[src/rtl/mem_port_arbiter_pkg.sv]
// Shared types and constants for the IF/MEM external memory bus arbiter.
package mem_port_arbiter_pkg;

  localparam logic [31:0] ZERO_WORD = 32'h0000_0000;
  localparam logic [3:0]  SEL_WORD  = 4'b1111;
  localparam int unsigned TIMER_W   = 8;

  typedef enum logic [1:0] {
    ARB_IDLE = 2'd0,
    ARB_IF   = 2'd1,
    ARB_MEM  = 2'd2
  } arb_state_e;

  typedef enum logic {
    GRANT_IF  = 1'b0,
    GRANT_MEM = 1'b1
  } grant_e;

  typedef struct packed {
    logic        we;
    logic [31:0] addr;
    logic [31:0] wdata;
    logic [3:0]  sel;
  } bus_cmd_t;

  // Only meaningful when at least one port is eligible; ties go to the port not granted last.
  function automatic grant_e pick_grant(input logic if_elig, input logic mem_elig,
                                        input grant_e last_grant);
    if (if_elig && mem_elig) begin
      return (last_grant == GRANT_IF) ? GRANT_MEM : GRANT_IF;
    end
    return mem_elig ? GRANT_MEM : GRANT_IF;
  endfunction

endpackage

[src/rtl/mem_port_arbiter_bus_timer.sv]
// Access watchdog: counts cycles spent waiting for bus_ack_i and flags the last allowed cycle.
module mem_port_arbiter_bus_timer
  import mem_port_arbiter_pkg::*;
#(
  parameter int unsigned TIMEOUT_CYCLES = 255
) (
  input  logic clk,
  input  logic rst,
  input  logic clear_i,
  input  logic inc_i,
  output logic expired_o
);

  localparam logic [TIMER_W-1:0] LAST_COUNT = TIMER_W'(TIMEOUT_CYCLES - 1);

  logic [TIMER_W-1:0] count_q;
  logic [TIMER_W-1:0] count_d;

  always_comb begin
    count_d = count_q;
    if (clear_i) begin
      count_d = '0;
    end else if (inc_i && (count_q != '1)) begin
      count_d = count_q + 1'b1;
    end
  end

  always_ff @(posedge clk) begin
    if (rst) begin
      count_q <= '0;
    end else begin
      count_q <= count_d;
    end
  end

  // Count equals the number of ack-less cycles already spent, so this marks the final allowed one.
  assign expired_o = (count_q == LAST_COUNT);

endmodule

[src/rtl/mem_port_arbiter.sv]
// Shares one external memory bus between instruction fetch and the MEM-stage load/store unit.
module mem_port_arbiter
  import mem_port_arbiter_pkg::*;
#(
  parameter int unsigned TIMEOUT_CYCLES = 255
) (
  input  logic        clk,
  input  logic        rst,
  input  logic        if_req_i,
  input  logic [31:0] if_addr_i,
  input  logic        if_flush_i,
  output logic [31:0] if_data_o,
  output logic        if_ready_o,
  input  logic        mem_req_i,
  input  logic        mem_we_i,
  input  logic [31:0] mem_addr_i,
  input  logic [31:0] mem_wdata_i,
  input  logic [3:0]  mem_sel_i,
  output logic [31:0] mem_rdata_o,
  output logic        mem_ready_o,
  output logic        bus_req_o,
  output logic        bus_we_o,
  output logic [31:0] bus_addr_o,
  output logic [31:0] bus_wdata_o,
  output logic [3:0]  bus_sel_o,
  input  logic [31:0] bus_rdata_i,
  input  logic        bus_ack_i,
  output logic        stallreq_if_o,
  output logic        stallreq_mem_o,
  output logic        bus_err_o
);

  arb_state_e  state_q, state_d;
  grant_e      last_grant_q, last_grant_d;
  bus_cmd_t    bus_cmd_q, bus_cmd_d;
  logic        bus_req_q, bus_req_d;
  logic [31:0] if_data_q, if_data_d;
  logic        if_ready_q, if_ready_d;
  logic [31:0] mem_rdata_q, mem_rdata_d;
  logic        mem_ready_q, mem_ready_d;
  logic        bus_err_q, bus_err_d;
  logic        drop_q, drop_d;

  logic        timer_clear;
  logic        timer_inc;
  logic        timer_expired;
  logic        if_elig;
  logic        mem_elig;
  logic        grant_valid;
  grant_e      grant_sel;
  logic        if_drop_now;
  logic        access_done;

  // A port whose ready pulse is out this cycle still shows its old request; it must not be re-granted.
  assign if_elig     = if_req_i & ~if_ready_q;
  assign mem_elig    = mem_req_i & ~mem_ready_q;
  assign grant_valid = (state_q == ARB_IDLE) && (if_elig || mem_elig);
  assign grant_sel   = pick_grant(if_elig, mem_elig, last_grant_q);
  assign if_drop_now = drop_q | if_flush_i;
  assign access_done = bus_ack_i | timer_expired;

  mem_port_arbiter_bus_timer #(
    .TIMEOUT_CYCLES(TIMEOUT_CYCLES)
  ) u_bus_timer (
    .clk      (clk),
    .rst      (rst),
    .clear_i  (timer_clear),
    .inc_i    (timer_inc),
    .expired_o(timer_expired)
  );

  always_ff @(posedge clk) begin
    if (rst) begin
      state_q <= ARB_IDLE;
    end else begin
      state_q <= state_d;
    end
  end

  always_comb begin
    state_d = state_q;
    unique case (state_q)
      ARB_IDLE: begin
        if (grant_valid) begin
          state_d = (grant_sel == GRANT_IF) ? ARB_IF : ARB_MEM;
        end
      end
      ARB_IF, ARB_MEM: begin
        if (access_done) begin
          state_d = ARB_IDLE;
        end
      end
      default: state_d = ARB_IDLE;
    endcase
  end

  // Ack takes priority over the timeout; a flushed fetch still finishes on the bus but reports nothing.
  always_comb begin
    last_grant_d = last_grant_q;
    bus_cmd_d    = bus_cmd_q;
    bus_req_d    = bus_req_q;
    if_data_d    = if_data_q;
    mem_rdata_d  = mem_rdata_q;
    drop_d       = drop_q;
    if_ready_d   = 1'b0;
    mem_ready_d  = 1'b0;
    bus_err_d    = 1'b0;
    timer_clear  = 1'b0;
    timer_inc    = 1'b0;
    unique case (state_q)
      ARB_IDLE: begin
        if (grant_valid) begin
          bus_req_d    = 1'b1;
          timer_clear  = 1'b1;
          last_grant_d = grant_sel;
          if (grant_sel == GRANT_IF) begin
            bus_cmd_d = '{we: 1'b0, addr: if_addr_i, wdata: ZERO_WORD, sel: SEL_WORD};
            drop_d    = if_flush_i;
          end else begin
            bus_cmd_d = '{we: mem_we_i, addr: mem_addr_i, wdata: mem_wdata_i, sel: mem_sel_i};
            drop_d    = 1'b0;
          end
        end
      end
      ARB_IF: begin
        if (access_done) begin
          bus_req_d = 1'b0;
          drop_d    = 1'b0;
          bus_err_d = ~bus_ack_i;
          if (!if_drop_now) begin
            if_ready_d = 1'b1;
            if_data_d  = bus_ack_i ? bus_rdata_i : ZERO_WORD;
          end
        end else begin
          timer_inc = 1'b1;
          drop_d    = if_drop_now;
        end
      end
      ARB_MEM: begin
        if (access_done) begin
          bus_req_d   = 1'b0;
          mem_ready_d = 1'b1;
          bus_err_d   = ~bus_ack_i;
          if (!bus_ack_i) begin
            mem_rdata_d = ZERO_WORD;
          end else if (!bus_cmd_q.we) begin
            mem_rdata_d = bus_rdata_i;
          end
        end else begin
          timer_inc = 1'b1;
        end
      end
      default: ;
    endcase
  end

  always_ff @(posedge clk) begin
    if (rst) begin
      last_grant_q <= GRANT_IF;
      bus_cmd_q    <= '0;
      bus_req_q    <= 1'b0;
      if_data_q    <= ZERO_WORD;
      if_ready_q   <= 1'b0;
      mem_rdata_q  <= ZERO_WORD;
      mem_ready_q  <= 1'b0;
      bus_err_q    <= 1'b0;
      drop_q       <= 1'b0;
    end else begin
      last_grant_q <= last_grant_d;
      bus_cmd_q    <= bus_cmd_d;
      bus_req_q    <= bus_req_d;
      if_data_q    <= if_data_d;
      if_ready_q   <= if_ready_d;
      mem_rdata_q  <= mem_rdata_d;
      mem_ready_q  <= mem_ready_d;
      bus_err_q    <= bus_err_d;
      drop_q       <= drop_d;
    end
  end

  assign bus_req_o      = bus_req_q;
  assign bus_we_o       = bus_cmd_q.we;
  assign bus_addr_o     = bus_cmd_q.addr;
  assign bus_wdata_o    = bus_cmd_q.wdata;
  assign bus_sel_o      = bus_cmd_q.sel;
  assign if_data_o      = if_data_q;
  assign if_ready_o     = if_ready_q;
  assign mem_rdata_o    = mem_rdata_q;
  assign mem_ready_o    = mem_ready_q;
  assign bus_err_o      = bus_err_q;
  assign stallreq_if_o  = if_req_i & ~if_ready_q;
  assign stallreq_mem_o = mem_req_i & ~mem_ready_q;

endmodule
[config.mk]
export PLATFORM = sky130hd
export DESIGN_NAME = mem_port_arbiter
export DESIGN_NICKNAME = d
export VERILOG_FILES = /design/src/rtl/mem_port_arbiter_pkg.sv /design/src/rtl/mem_port_arbiter_bus_timer.sv /design/src/rtl/mem_port_arbiter.sv
export SDC_FILE = /design/constraint.sdc
export NUM_CORES = 1
export LEC_CHECK = 0
export CORE_MARGIN = 4
export CORE_UTILIZATION = 36
export CTS_CLUSTER_DIAMETER = 50
export DETAILED_ROUTE_END_ITERATION = 12
export GPL_ROUTABILITY_DRIVEN = 1
export GPL_TIMING_DRIVEN = 0
export PLACE_DENSITY = 0.73
export SLEW_MARGIN = 20
export SYNTH_ARGS = -nofsm -noshare
export SYNTH_HDL_FRONTEND = slang
export SYNTH_SLANG_ARGS = --single-unit
[constraint.sdc]
create_clock -name clk -period 2.4 [get_ports clk]
set_clock_uncertainty 0.2 [all_clocks]
set_input_delay 0.6 -clock clk [delete_from_list [all_inputs] [get_ports clk]]
set_output_delay 0.6 -clock clk [all_outputs]
set_load 0.005 [all_outputs]
==> flow_summary.yaml <==
place:
  detailedPlace.worstSlack_ns: -0.369
  numPortBuffers: 275
  place.gp.congestion: 0.894
  dpl.hpwl_mm: 14.6
  dpl_cell_area_um2: 8690
job:
  drv_cap: 0
setup_path:
  cp_top_family: "buffers and inverters"
  worstPathArrival_ns: 1.55
  path_cells: "clkdlybuf4s50_1 > nand2b_2 > inv_2 > clkdlybuf4s15_1"
  worstSetupEndpointType: "primary output"
  critPathMaxFanout: 5
  r2r_setup_slack_ns: 0.27
  cp-start-kind: "input pin"
  crit_path_max_incr_delay_ns: 0.50
  cp_num_buf_inv: 3
  required_ns: 1.60
  critical_path_class: "in2out"
  crit_slowest_cell: "clkdlybuf4s50_1"
routing:
  num_vias: 5588
  dr.pass1.iters: 5
  drc_errors: 0
  avgRoutedWirePerCell_um: 18.0
  vias_per_cell: 5.23
  final_antenna_net_count: 0
  drtIter0Drc: 288
  routed_wl_mm: 19.2
logic_synthesis:
  ys.warnings.count: 0
  syn-num-nets: 693
  syn_inst: 549
  synth_seq_cells: 149
  synth_ff_type: "dfxtp_1"
  syn_area_um2: 5670
  synth_edf_count: 0
  ys_seq_area_share_pct: 52.6
  synth-async-reset-ratio_pct: 0
  synth.avg_cell_area_um2: 10.3
  synthDistinctLibCells: 55
clock_tree:
  clk_latency_ns: 0.42
  clockBufferDepth: 2
  cts_tree: "built"
  cts_root_buf: "clkbuf_16"
  cts_buffers: 17
  cts.sinks: 149
  htreeDepth: 4
  cts_hold_buf: 0
  clkTransAtPathRegs_ns: 0.06
floorplanning:
  fp.dieArea_um2: 17800
  pin_count: 278
  row_count: 45
  initial_core_util_pct: 37.0
  die_h_um: 134
  core_um2: 15300
  die_x_um: 134
status:
  status: "finished, final reports clean"
global_route:
  grt_pass1_vias: 5672
  grt-ovfl-total: 0
  grt_pass1_wl_mm: 29.8
  grt_max_degree: 17
  antenna_found_initial: 0
  track_usage_pct: 21.0
power:
  p_int_mw: 4.96
  total_power_mw: 6.83
  p_seq_share_pct: 41.2
  power_density_nw_per_um2: 736
  p_leak_nw: 3.47
  power_frac_clock_pct: 37.9
  p_comb_share_pct: 20.9
  netSwitchingPower_mw: 1.87
  swShare_pct: 27.4
  ir_drop_uv: 492
finish:
  final_area_um2: 9280
  drive_gt1_share_pct: 10.0
  final_common_cell: "clkdlybuf4s50_1"
  layout_common_cells: "clkdlybuf4s50_1 (272), dfxtp_1 (149), a21oi_1 (70)"
  final_nets: 988
  diodes: 0
  synthToLayoutAreaGrowth_pct: 63.6
sta:
  rsz0062_at_grt: "false"
  setup-violations-final: 0
  slew_violations: 0
  slew-limit-headroom_pct: 62.4
  fin_crit_ns: 2.35
  timing.fmax_mhz: 426
  timing.final.ws_setup_ns: 0.0549
  worst_pin_slew_ns: 0.563
  period_share_pct: 97.7
  hold_slack_ns: 0.267
  final_hold_viol_count: 0
hold_path:
  min_path_type: "reg2reg"
[power by group through the flow]
stage | registers, mW | clock network [mW] | logic, mW
2_1_floorplan | 2.86 | 0 | 0.582
3_3_place_gp | 2.85 | 0 | 1.40
3_5_place_dp | 2.86 | 0 | 1.42
4_1_cts | 2.81 | 2.64 | 1.43
5_1_grt | 2.83 | 2.74 | 1.55
6_report | 2.81 | 2.59 | 1.43
[routing by layer]
metal	up-vias	share of wire [%]	track usage [%]
li1	2652	-	-
met1	2638	39	23.3
met2	272	49	36.5
met3	26	9.3	8.23
met4	0	2.1	7.83
met5	-	0	0
[synth_stat cells (2+ instances only)]
library cell / instances / area share, %
nor3_1: 2 / 0.18
nand3b_1: 2 / 0.26
xor2_1: 3 / 0.46
and2_1: 2 / 0.22
o21ai_2: 3 / 0.46
buf_2: 18 / 1.6
ha_1: 5 / 1.1
inv_1: 7 / 0.46
nor2_1: 10 / 0.66
a32o_1: 32 / 5.6
nand3_1: 34 / 3.0
a22o_1: 33 / 5.1
and3_1: 2 / 0.22
buf_4: 3 / 0.40
xnor2_1: 3 / 0.46
nand2b_1: 3 / 0.33
o21ai_1: 62 / 5.5
mux2i_1: 32 / 5.6
buf_1: 3 / 0.20
a31oi_1: 3 / 0.33
o21ai_0: 6 / 0.53
inv_2: 2 / 0.13
dfxtp_1: 149 / 53
o221a_2: 4 / 0.79
clkbuf_2: 2 / 0.18
a21oi_1: 70 / 6.2
buf_6: 6 / 1.2
clkbuf_1: 18 / 1.2
o211ai_1: 4 / 0.53
[cell families (layout without fill, tap and decap cells)]
logic type / after synthesis / after routing / synth area share, %
flops: 149 / 149 / 52.6
simple gates: 70 / 70 / 7.26
mux: 32 / 32 / 5.65
fa+ha+maj: 5 / 5 / 1.10
compound gates: 227 / 227 / 26.9
buf+inv: 60 / 368 / 5.58
xor+xnor: 6 / 6 / 0.927
[per-stage QoR]
step / instances / util [%] / setup TNS [ns]
floorplan: 549 / - / 0
CTS: 1067 / 60.5 / 0
global placement: 1035 / 56.7 / -13.26
global route: 1068 / 60.6 / 0
detailed placement: 1035 / 56.7 / -15.65
finish: 1068 / 60.6 / 0
[flip-flops by register name (all words and copies together), names as in the netlist]
name / flops
bus_wdata_o: 32
bus_req_o: 1
mem_rdata_o: 32
bus_sel_o: 4
mem_ready_o: 1
bus_addr_o: 32
bus_err_o: 1
if_ready_o: 1
drop_q: 1
state_q: 2
u_bus_timer.count_q: 8
bus_we_o: 1
if_data_o: 32
last_grant_q: 1
[layout make-up]
class                      count  area, µm²
fill                        1274       6040
multi-input combinational    340       2370
timing repair buffer         276       2760
buffer                        51        284
clock inverter                14        140
tap                          211        264
clock buffer                  18        439
sequential                   149       2980
inverter                       9       33.8
[path summary, 6_finish.rpt]
check / from / to / depth (start not counted)
setup reg to reg: state_q[0]$_SDFFE_PP0P_ / bus_addr_o[26]$_SDFFE_PP0P_ / 6
setup / recovery: mem_req_i / stallreq_mem_o / 4
hold reg to reg: if_data_o[18]$_SDFFE_PP0P_ / if_data_o[18]$_SDFFE_PP0P_ / 1
hold / removal: if_data_o[18]$_SDFFE_PP0P_ / if_data_o[18]$_SDFFE_PP0P_ / 1
[repair_timing]
action,CTS,global route
setup endpoints to repair,2,18
cloned,0,0
gates resized for setup,2,5
setup buffers,0,1
Power figures use the tool's default switching activity.
